### src/rtl/count_seq_ctrl.sv
// Run sequencer for an 8-bit up/down counter with load: loads a start value, lets it
// run to a stop value, then holds it. Optional macro COUNT_SEQ_STEP_EN adds a step gate.
module count_seq_ctrl #(
  parameter int WIDTH = 8
) (
  input  logic             clk,
  input  logic             rst,
  input  logic             cmd_valid,
  output logic             cmd_ready,
  input  logic [WIDTH-1:0] cmd_start,
  input  logic [WIDTH-1:0] cmd_stop,
  input  logic             cmd_up,
  input  logic             abort,
`ifdef COUNT_SEQ_STEP_EN
  input  logic             step,
`endif
  input  logic [WIDTH-1:0] ctr_count,
  output logic             ctr_load,
  output logic             ctr_up,
  output logic [WIDTH-1:0] ctr_data,
  output logic             busy,
  output logic             done,
  output logic             aborted
);

  typedef enum logic [1:0] {
    IDLE = 2'd0,
    LOAD = 2'd1,
    RUN  = 2'd2,
    DONE = 2'd3
  } state_t;

  state_t           state;
  logic [WIDTH-1:0] start_val;
  logic [WIDTH-1:0] stop_val;
  logic             dir;
  logic             aborted_q;
  logic             step_ok;
  logic             at_stop;

`ifdef COUNT_SEQ_STEP_EN
  assign step_ok = step;
`else
  assign step_ok = 1'b1;
`endif

  assign at_stop = (ctr_count == stop_val);

  always_ff @(posedge clk) begin
    if (rst) begin
      state     <= IDLE;
      stop_val  <= '0;
      dir       <= 1'b0;
      aborted_q <= 1'b0;
    end else begin
      case (state)
        IDLE: begin
          if (cmd_valid) begin
            start_val <= cmd_start;
            stop_val  <= cmd_stop;
            dir       <= cmd_up;
            aborted_q <= 1'b0;
            state     <= LOAD;
          end
        end
        LOAD: begin
          // The load completes regardless; an abort here only skips the run.
          if (abort) begin
            aborted_q <= 1'b1;
            state     <= DONE;
          end else begin
            state <= RUN;
          end
        end
        RUN: begin
          if (at_stop) begin
            aborted_q <= 1'b0;
            state     <= DONE;
          end else if (abort) begin
            aborted_q <= 1'b1;
            state     <= DONE;
          end
        end
        default: state <= IDLE;
      endcase
    end
  end

  // The counter has no enable: every hold reloads it with its own count.
  always_comb begin
    ctr_load  = 1'b1;
    ctr_data  = ctr_count;
    ctr_up    = 1'b0;
    cmd_ready = 1'b0;
    busy      = 1'b0;
    case (state)
      IDLE: cmd_ready = 1'b1;
      LOAD: begin
        busy     = 1'b1;
        ctr_data = start_val;
      end
      RUN: begin
        busy   = 1'b1;
        ctr_up = dir;
        if (!at_stop && !abort && step_ok) ctr_load = 1'b0;
      end
      default: ;
    endcase
    if (rst) begin
      ctr_load  = 1'b1;
      ctr_data  = ctr_count;
      cmd_ready = 1'b0;
    end
  end

  assign done    = (state == DONE);
  assign aborted = (state == DONE) & aborted_q;

endmodule

### config.mk
export PLATFORM = sky130hd
export DESIGN_NAME = count_seq_ctrl
export DESIGN_NICKNAME = d
export VERILOG_FILES = /design/src/rtl/count_seq_ctrl.sv
export SDC_FILE = /design/constraint.sdc
export NUM_CORES = 1
export LEC_CHECK = 0
export CORE_MARGIN = 4
export CORE_UTILIZATION = 40
export DETAILED_ROUTE_END_ITERATION = 7
export GPL_TIMING_DRIVEN = 0
export PLACE_DENSITY = 0.72
export REMOVE_ABC_BUFFERS = 1
export SLEW_MARGIN = 20
export SYNTH_ARGS = -nofsm -noshare
export SYNTH_HDL_FRONTEND = slang
export SYNTH_SLANG_ARGS = --single-unit
### constraint.sdc
create_clock -name clk -period 3.31 [get_ports clk]
set_input_delay 0.662 -clock clk [delete_from_list [all_inputs] [get_ports clk]]
set_output_delay 0.662 -clock clk [all_outputs]
set_load 0.03 [all_outputs]
==> metrics.md, run 1 <==
| Metric | Value |
|---|---|
| Share of cells above drive strength 1 | `roughly 11%` |
| P_sw | `around 340 uW` |
| Worst R2R Path Depth | `4` |
| Crit-path slowest cell | `clkdlybuf4s50_1` |
| Worst-path cell chain | `dlygate4sd2_1 -> nor2b_4 -> mux2_2 -> clkdlybuf4s50_1` |
| Synth top area share | `24.1%` |
| Status | `completed` |
| Routed vias | `between 800 and 900` |
| Boundary Pins | `43` |
| Post-Syn Instances | `98` |
| Hold depth | `2` |
| Number of synthesized register bits | `20` |
| Initial cell density of the core | `43.4%` |
| Largest net degree at the start of global routing | `19` |
| Required time of the critical path | `roughly 2.7 ns` |
| Fin worst setup slack | `around 0.25 ns` |
| Core area | `2300 sq um` |
| CTS Sinks | `20` |
| Crit path max-delay family | `buffers and inverters` |
| Leak | `0.554 nW` |
| Initial antenna violation count | `0` |
| Worst path depth | `4` |
| Combinational fraction of design power | `47.7%` |
| Post-route ant nets | `0` |
| WL final | `about 2400 um` |
| Final Hold Vio Count | `0` |
| Setup Viol. Count Final | `0` |
| Max Slew Vio Count | `0` |
| Share of power burned in registers | `36.6%` |
| Leading cell types by total area after synthesis | `dfxtp_1, edfxtp_1, mux2_2` |
| Row count | `17` |
| Clock slew seen by the registers of the worst setup and hold paths | `about 0.11 ns` |
| Post-Syn Area | `about 1000 sq um` |
| Number of CTS-inserted buffers | `3` |
| Vias in the first global route | `915` |
| Die height | `57.9 um` |
| Power after layout | `907 uW` |
| Pre-CTS setup slack | `-0.466 ns` |
| Clock Tree Root | `clkbuf_4` |
| Flop-to-flop setup slack | `1.47 ns` |
| Buffers & Inverters on Critical Path | `2` |
| Syn avg cell area | `10.2 sq um` |
| Slowest stage delay, CP | `0.60 ns` |
| Startpoint types | `primary input` |
| Worst Clk Skew | `0.000896 ns` |
| Layout overhead on the synthesized area | `48.2%` |
| Worst Hold Class | `flop to flop` |
| Critical path type | `primary input to primary output` |
| Pwr dens | `614 nW/um^2` |
| CP endpoint kind | `primary output` |
| Global-route wire length before repair | `3920 um` |
| Full die area | `3360 sq um` |
| H-tree depth | `1` |
| DRT iter0 DRCs | `6` |
| Max-Cap Viols | `0` |
| RSZ-0062 raised after global routing | `no` |
| Period utilization | `92.5%` |
| Crit path arrival time | `2.40 ns` |
| Worst Path Max Fanout | `18` |
| DP HPWL | `between 1500 and 2000 um` |
| Port-buffer cells | `42` |
| Max Root-Sink Buffers | `2` |
| Clock Latency Late Sink | `between 0.3 and 0.4 ns` |
| DR DRC count | `0` |
| Synth area leader | `dfxtp_1` |
| Die W | `between 50 and 60 um` |
| Hold Buf Count CTS | `0` |
| # nets final | `between 150 and 200` |
| Sequential cell area fraction in the yosys report | `48.2%` |
| Rel. slew slack | `56.4%` |
| GRT Util Overall | `around 15%` |
| VDD IR-drop max | `422 uV` |
| Synth Warn # | `0` |
| Total iterations of the first detailed-routing run | `4` |
| Grt ovf | `0` |
| Vias per std cell | `4.97` |
| CTS tree | `built` |
| Library cells used by synthesis | `23` |
| Switching Share | `37.4%` |
| Worst-Margin Slew | `0.654 ns` |
| Placer congestion estimate | `0.743` |
| Fmax | `0.327 GHz` |
| Internal Power | `568 uW` |
| DR WL/cell | `14.1 um` |
| Post-layout min period | `3.06 ns` |
| Antenna Cells | `0` |
| Clk pwr share | `approximately 16%` |
## path summary, 6_finish.rpt
check	startpoint	endpoint
worst max-delay path	rst	ctr_data[7]
worst max register to register	state[0]	start_val[4]
worst min-delay path	dir	dir
worst min register to register	dir	dir
## registers in the layout (all words and copies together) (netlist names)
signal     flops
stop_val       8
aborted_q      1
start_val      8
dir            1
state          2
## cell families after synthesis
| family | synth area share (%) |
|---|---|
| AO/OA/AOI/OAI | 9.16 |
| XOR/XNOR | 7.03 |
| adder cells (fa/ha/maj) | 5.02 |
| buffers and inverters | 2.38 |
| flip-flops | 48.2 |
| multiplexers | 10.0 |
| AND/OR/NAND/NOR | 18.2 |
## power groups by stage
stage / clock (mW) / sequential, mW / combinational, mW
after CTS: 0.146 / 0.332 / 0.441
final: 0.143 / 0.332 / 0.432
after detailed placement: 0 / 0.338 / 0.433
after global routing: 0.159 / 0.339 / 0.470
after global placement: 0 / 0.335 / 0.425
after floorplan: 0 / 0.331 / 0.281
## routing by layer
| metal | GRT usage, % | part of all wire [%] | vias up |
|---|---|---|---|
| li1 | - | - | 419 |
| met1 | 16.7 | 38 | 388 |
| met2 | 27.9 | 54 | 23 |
| met3 | 2.00 | 5.6 | 5 |
| met4 | 9.60 | 2.4 | 0 |
| met5 | 0 | 0 | - |
## stage by stage
step                      TNS [ns]  std cells  hold slack (ns)  instance area [sq um]  util, %
after floorplan                  0         94            0.426                    981        -
after global placement       -3.40        164            0.439                   1440     62.5
after detailed placement     -3.63        164            0.453                   1440     62.5
after CTS                        0        168            0.467                   1480     64.3
after global routing             0        168            0.500                   1480     64.3
final                            0        168            0.461                   1480     64.3
## worst reg2reg max path: stages, from the launching register on
cell,delay (ns)
dfxtp_1,0.34
inv_1,0.11
ha_1,0.23
nand2_1,0.24
nor2_1,0.57
## timing repair
item,4_1_cts,5_1_grt
resized for setup,4,0
endpoints found under the setup margin,9,0
buffers inserted,0,0
## placed cells by master (no fill, tap or decap)
cell and n:
o21ai_0 1, inv_1 2, ha_1 4, edfxtp_1 8, or2b_1 1, nand2_1 19
and2_1 3, or4_1 1, nor2_1 2, nor2b_1 2, clkdlybuf4s50_1 40, o32ai_1 1
nor4_2 2, dfxtp_1 12, mux2i_1 1, clkbuf_8 1, a211oi_1 2, xor2_1 8
nor2b_4 1, dlygate4sd2_1 2, a21oi_1 11, nand2b_1 3, mux2_2 8, nor2_2 1
a21boi_0 1, clkbuf_4 3
## cell usage after synthesis (all sizes together)
| master | instances |
|---|---|
| nand2 | 19 |
| inv | 2 |
| dfxtp | 12 |
| xor2 | 8 |
| buf | 1 |
| mux2 | 8 |
| nor2b | 3 |
| nor2 | 3 |
| a21oi | 11 |
| o32ai | 1 |
| edfxtp | 8 |
| ha | 4 |
| a21boi | 1 |
| o21ai | 1 |
| or2b | 1 |
| mux2i | 1 |
| nand2b | 3 |
| and2 | 3 |
| a211oi | 2 |
| or4 | 1 |
| clkbuf | 3 |
| nor4 | 2 |
## layout make-up
class                           instances  area [sq um]
Multi-Input combinational cell         72           500
Inverter                                2          7.51
Sequential cell                        20           480
Fill cell                             196           820
Tap cell                               28          35.0
Clock buffer                            4          36.3
Timing Repair Buffer                   42           418
Note: power is estimated with default switching activity, not from simulation.
==> run 2, diff against run 1 <==
--- a/config.mk
+++ b/config.mk
@@ -5,6 +5,7 @@
 export SDC_FILE = /design/constraint.sdc
 export NUM_CORES = 1
 export LEC_CHECK = 0
+export ABC_CLOCK_PERIOD_IN_PS = 3310
 export CORE_MARGIN = 4
 export CORE_UTILIZATION = 40
 export DETAILED_ROUTE_END_ITERATION = 7
==> results of run 2 <==
The final DEF is identical to that of run 1; final timing and power are the same.
